--- config.mk ---
export PLATFORM = sky130hd
export DESIGN_NAME = sum_frame_accumulator
export DESIGN_NICKNAME = d
export VERILOG_FILES = /design/src/rtl/sum_acc_pkg.sv /design/src/rtl/sat_adder.sv /design/src/rtl/sum_frame_accumulator.sv
export SDC_FILE = /design/constraint.sdc
export NUM_CORES = 1
export LEC_CHECK = 0
export ABC_AREA = 1
export BUFFER_PORTS_ARGS = -buffer_cell sky130_fd_sc_hd__buf_4
export CAP_MARGIN = 20
export CORE_ASPECT_RATIO = 1.1
export CORE_MARGIN = 1.5
export CORE_UTILIZATION = 45
export CTS_CLUSTER_SIZE = 30
export DETAILED_ROUTE_END_ITERATION = 6
export PLACE_DENSITY = 0.7
export SYNTH_ARGS = -nofsm -noshare
export SYNTH_HDL_FRONTEND = slang
export SYNTH_SLANG_ARGS = --single-unit
--- constraint.sdc ---
create_clock -name clk -period 6.4 [get_ports clk]
set_clock_uncertainty 0.05 [all_clocks]
set_input_delay 0.64 -clock clk [delete_from_list [all_inputs] [get_ports clk]]
set_output_delay 0.64 -clock clk [all_outputs]
set_load 0.05 [all_outputs]
--- src/rtl/sum_acc_pkg.sv ---
// sum_acc_pkg: shared FSM state type and signed saturation limits for the frame accumulator
package sum_acc_pkg;

    typedef enum logic [1:0] {IDLE, ACCUM, DONE} state_t;

    function automatic longint sat_max(input int w);
        return (64'sd1 <<< (w - 1)) - 64'sd1;
    endfunction

endpackage

--- src/rtl/sat_adder.sv ---
// sat_adder: combinational signed ACC_W + DATA_W add, clamped to the ACC_W signed range
module sat_adder
    import sum_acc_pkg::*;
#(
    parameter int DATA_W = 8,
    parameter int ACC_W  = 16
) (
    input  logic [ACC_W-1:0]  a,
    input  logic [DATA_W-1:0] b,
    output logic [ACC_W-1:0]  sum,
    output logic              ovf
);

    localparam logic [ACC_W-1:0] MAX = ACC_W'(sat_max(ACC_W));
    localparam logic [ACC_W-1:0] MIN = ~MAX;

    logic [ACC_W:0] full;

    assign full = {a[ACC_W-1], a} + {{(ACC_W + 1 - DATA_W){b[DATA_W-1]}}, b};
    // one guard bit is enough: DATA_W < ACC_W keeps the true sum inside ACC_W+1 bits
    assign ovf  = full[ACC_W] ^ full[ACC_W-1];
    assign sum  = ovf ? (full[ACC_W] ? MIN : MAX) : full[ACC_W-1:0];

endmodule

--- src/rtl/sum_frame_accumulator.sv ---
// sum_frame_accumulator: saturating frame accumulator with valid/ready result
// SUM_ACC_AVG_EN: when defined, out_data is the frame mean (sum >>> log2(FRAME_LEN))
module sum_frame_accumulator
    import sum_acc_pkg::*;
#(
    parameter int DATA_W    = 8,
    parameter int ACC_W     = 16,
    parameter int FRAME_LEN = 8,
    parameter int CNT_W     = $clog2(FRAME_LEN + 1)
) (
    input  logic              clk,
    input  logic              rst_n,
    input  logic              start,
    input  logic              in_valid,
    output logic              in_ready,
    input  logic [DATA_W-1:0] in_data,
    output logic              out_valid,
    input  logic              out_ready,
    output logic [ACC_W-1:0]  out_data,
    output logic              out_ovf,
    output logic              busy
);

    state_t                  state_q, state_d;
    logic signed [ACC_W-1:0] acc_q, sum;
    logic [CNT_W-1:0]        cnt_q;
    logic                    add_ovf, xfer, last;

    sat_adder #(.DATA_W(DATA_W), .ACC_W(ACC_W)) u_add (
        .a   (acc_q),
        .b   (in_data),
        .sum (sum),
        .ovf (add_ovf)
    );

`ifdef SUM_ACC_AVG_EN
    logic signed [ACC_W-1:0] result;
    assign result = sum >>> $clog2(FRAME_LEN);
`else
    logic [ACC_W-1:0] result;
    assign result = sum;
`endif

    assign in_ready  = state_q == ACCUM;
    assign out_valid = state_q == DONE;
    assign busy      = state_q != IDLE;
    assign xfer      = in_valid & in_ready;
    assign last      = cnt_q == CNT_W'(FRAME_LEN - 1);

    always_comb begin
        state_d = state_q;
        state_d = (state_q == IDLE)  ? (start ? ACCUM : IDLE) :
                  (state_q == ACCUM) ? ((xfer && last) ? DONE : ACCUM) :
                                       (out_ready ? IDLE : DONE);
    end

    always_ff @(posedge clk or negedge rst_n) begin
        if (!rst_n) begin
            state_q  <= IDLE;
            acc_q    <= '0;
            cnt_q    <= '0;
            out_data <= '0;
            out_ovf  <= 1'b0;
        end else begin
            state_q <= state_d;
            if (state_q == IDLE && start) begin
                acc_q   <= '0;
                cnt_q   <= '0;
                out_ovf <= 1'b0;
            end
            // result is captured on the last transfer so out_data holds through DONE and IDLE
            if (xfer) begin
                acc_q   <= sum;
                cnt_q   <= cnt_q + CNT_W'(1);
                out_ovf <= out_ovf | add_ovf;
                if (last) out_data <= result;
            end
        end
    end

endmodule

Yosys cells after proc, flatten, opt, wreduce, memory -nomap -nowiden. Index checks and enable logic that the tools add are counted.

Add/subtract/negate cells: 2. Eq/ne operators: 3. Mux-type cells: 13. Bitwise operators: 3. Reduce and logical (&&, ||, !) cells: 6.

Operator list (number): 2-to-1 mux 16 bit (4); adder 16 x 8 -> 17 bit (1); 2-to-1 mux 2 bit (4); 2-to-1 mux 4 bit (2); adder 4 x 1 -> 4 bit (second input constant) (1); equality test 4 x 3 -> 1 bit (second input constant) (1); nonzero test 2 bit (2); 2-to-1 mux 1 bit (3); equality test 2 x 1 -> 1 bit (second input constant) (1); equality test 2 bit (second input constant) (1); logical AND 1 bit (2); logical NOT 2 bit (1); AND reduction 2 bit (1); AND 1 bit (1); bitwise OR 1 bit (1); XOR 1 bit (1).

Bits in registers: 39. Output and inout port bits: 20.

Longest topological paths before layout.
Word-level depth: 6. Mapped depth: 18. Depth with buffers taken out: 17.

Cells and area by module. Synthesis repeated with hierarchy kept, for this count alone.

Cells, all modules: 373. Area total of the unflattened synthesis: 2775.2 µm².

Modules (own cells, without submodules): sum_frame_accumulator (instances 1, cells an instance 179, area each 1621.6 µm², sequential area each 975.9 µm²); sat_adder (instances 1, cells an instance 194, area each 1153.6 µm², sequential area each 0.0 µm²).

Least setup slack after synthesis. No wires, ideal clock.

Path kind: input to register. From: input port in_data[0]. To: register acc_q[0]. Arrival time: 2.214 ns. Data required time: 6.232 ns. Path slack: 4.019 ns. Stages: 18. Path buffers: 1. Cell sequence: ha_1 -> inv_1 -> fa_1 -> inv_1 -> nand2_1 -> nand2_1 -> nand3_1 -> nand2_2 -> nand2_2 -> nand2_1 -> nand2_2 -> nand2_2 -> nand2_4 -> buf_6 -> nand2_1 -> nand2_1 -> nand2_1 -> nand2_1.

Cells in the longest elaborated chain, start to end: 4. Elaborated cells between the ends (all ways): 5. Classes of those cells: add/sub: 1; mux: 3; bitwise: 1.

RTL lines: from (decl) (RTL line sum_frame_accumulator.sv:16) `input logic [DATA_W-1:0] in_data,`; adder 16 x 8 -> 17 bit * (RTL line sat_adder.sv:19) `assign full = {a[ACC_W-1], a} + {{(ACC_W + 1 - DATA_W){b[DATA_W-1]}}, b};`; 2-to-1 mux 16 bit or XOR 1 bit (tied branches) (RTL line sat_adder.sv:22, sat_adder.sv:21); 2-to-1 mux 16 bit * (RTL line sat_adder.sv:22) `assign sum = ovf ? (full[ACC_W] ? MIN : MAX) : full[ACC_W-1:0];`; 2-to-1 mux 16 bit * (RTL line sum_frame_accumulator.sv:72) `if (xfer) begin`; to (signal assigned) (RTL line sum_frame_accumulator.sv:73) `acc_q <= sum;`; to (decl) (RTL line sum_frame_accumulator.sv:25) `logic signed [ACC_W-1:0] acc_q, sum;`.

Mark *: on every way between the ends. The rest lies on a longest branch, timed or not. A chain may end at the register's enable or synchronous reset.

Final worst setup path.
From: input port in_data[0]. To: register acc_q[10].

The elaborated chain is that of the path after synthesis.

==> metrics.cfg <==
[status]
status = finished, final reports clean

[sta]
fmaxAchievable_mhz = 426
maxSlewViolCount = 0
setup_viol = 0
fin_crit_ns = 2.35
fin_ws_ns = 4.05
hold_viol = 0
period_share = 0.367
fin_setup_tns_ns = 0
rsz0062_at_grt = false
tightest_slew_ns = 0.568
relSlewSlack = 0.619

[critical_path]
criticalPathCategory = in -> reg
cp-start-kind = input port
crit_chain = buf_4 -> ha_1 -> inv_1 -> fa_1 -> inv_1 -> nand2_1 -> nand2_1 -> nand3_1 -> nand2_2 -> nand2_2 -> nand2_1 -> nand2_2 -> nand2_2 -> nand2_4 -> nand2_1 -> nand2_1 -> nand2_1 -> nand2_1
rr_worst_depth = 17
required_ns = 6.53
cpPeakStageDelay_ns = 0.38
worstPathArrival_ns = 2.48
critPathMostFrequentCell = nand2_1
crit_slowest_cell = fa_1
crit_fanout = 17
end_kind = flop

[global_routing]
grt_antenna_before_repair = 0
grt_start_max_net_pins = 40
grt_use_total = 0.204
grt_pass1_vias = 2064
globalRouteOverflowTotal = 0
grt_pass1_wl_um = 9650

[place]
place_inst = 465
port_buffers = 32
dp_hpwl_um = 4240
placed_cell_area_sq_mm = 0.00287
gp_congestion = 0.897
preCtsSetupSlack_ns = 3.75

[final_layout]
fin_nets = 428
final_cell_mix = nand2_1, dfrtp_1, buf_4
drive_above_1_share = 0.143
nFillCells = 553
diodes = 0
final_common_cell = nand2_1
instances_no_fill = 473
stdcell_area_sq_mm = 0.00297
area_growth_pct = 15.8

[power_and_ir_drop]
ir_drop_mv = 0.275
p_per_area_mw_per_mm2 = 555
p_leak_nw = 1.75

[cts]
cts.repair.resized = 0
htree_num_levels = 2
cts_hold_buf = 0
numCtsBuffers = 5
insertion_delay_ns = 0.29
cts_tree = done
path_clk_slew_ns = 0.08
cts.sinks = 39
postCtsSetupBuffers = 0
root_buffer = clkbuf_8
clock_path_buffers = 2

[floorplanning]
die_w_um = 75.0
dieHeight_um = 82.2
core_area_sq_mm = 0.00543
row_count = 28
initial_core_util = 0.473
ioPinCount = 33
die_area_sq_mm = 0.00617

[yosys]
synth_top_area_share = 0.380
ys.flop_type = dfrtp_1
yosysWarnings = 0
synth_area_per_cell_sq_um = 7.07
syn_area_sq_mm = 0.00257
synth_cells = 363
async_flop_share = 1.00
yosysUniqueCellTypes = 32
syn_nets = 394
synth.yosys.seq_area_share = 0.380
ys_ff_latch = 39
synth_top_area_cell = dfrtp_1
synth_edf_count = 0
yosys-top-cells-area = dfrtp_1, nand2_1, ha_1

[worst_hold_path]
hp-class = in -> async

[detailed_routing]
antenna_left = 0
drt_pass1_iterations = 4
vias_per_cell = 4.76
num_vias = 2252
drt_iter0_markers = 102
drc_errors = 0
drt-total-wl_um = 5580
post_drt_wl_per_cell_um = 11.8

[flow_run]
max_cap_viol_count = 0

==> metrics by stage <==
stage / hold slack (ns) / total power (W) / util
after floorplan: 0.294 / 0.00123 / -
after detailed placement: 0.417 / 0.00147 / 0.529
after global routing: 0.290 / 0.00182 / 0.547
after global placement: 0.417 / 0.00146 / 0.529
final: 0.256 / 0.00165 / 0.547
after CTS: 0.273 / 0.00166 / 0.547
==> path summary, 6_finish.rpt <==
kind	start	end	slack [ns]
worst max-delay path	in_data[0]	acc_q[10]	4.05
worst min-delay path	rst_n	cnt_q[2]	0.26
worst max register to register	acc_q[0]	acc_q[10]	4.12
worst min register to register	out_data[12]	out_data[12]	0.43
max in group asynchronous	rst_n	out_data[11]	5.70
min in group clk	out_data[12]	out_data[12]	0.43
==> layer usage <==
| metal | global-route usage | wire, um | vias to the layer above |
|---|---|---|---|
| li1 | - | - | 1201 |
| met1 | 0.306 | 2920 | 1007 |
| met2 | 0.302 | 2420 | 37 |
| met3 | 0.0291 | 146 | 7 |
| met4 | 0.0673 | 94 | 0 |
| met5 | 0 | 0 | - |
==> where the power goes <==
| part | internal, W | switching (W) |
|---|---|---|
| sequential | 0.000348 | 0.0000663 |
| clock | 0.0000984 | 0.0000850 |
| combinational | 0.000340 | 0.000714 |
==> flip-flops by register name, indices dropped and copies added, names as in the netlist <==
signal / count
acc_q: 16
out_ovf: 1
cnt_q: 4
state_q: 2
out_data: 16
==> worst max-delay path, delay by kind of cell <==
kind	cells	cell delay, ns
and+or+nand+nor	13	1.13
adders and majority gates	2	0.53
buffers and inverters	3	0.19
==> cell families (layout without fill, tap and decap cells) <==
group,after synthesis,after routing,synth area share
compound gates,23,23,0.0517
fa+ha+maj,18,18,0.0906
xor+xnor,10,10,0.0341
flops,39,39,0.380
buf+inv,38,73,0.0609
simple gates,235,235,0.383
==> area by class of cell <==
cell class | count | area [sq um] | area share
Multi-Input combinational cell | 286 | 1440 | 0.483
Sequential cell | 39 | 976 | 0.328
Timing Repair Buffer | 33 | 248 | 0.0833
Inverter | 32 | 120 | 0.0404
Clock buffer | 8 | 100 | 0.0337
Tap cell | 75 | 93.8 | 0.0316
==> cells in the mapped netlist (3+ instances only) <==
master	instances
nor2_1	16
o21bai_1	3
ha_1	17
o21ai_0	4
inv_1	27
xor2_1	7
nor3_1	3
nand2_1	187
xnor2_1	3
a21oi_1	13
dfrtp_1	39
nand2_2	6
inv_2	3
nand3_1	11
(Power assumes the default switching activity.)
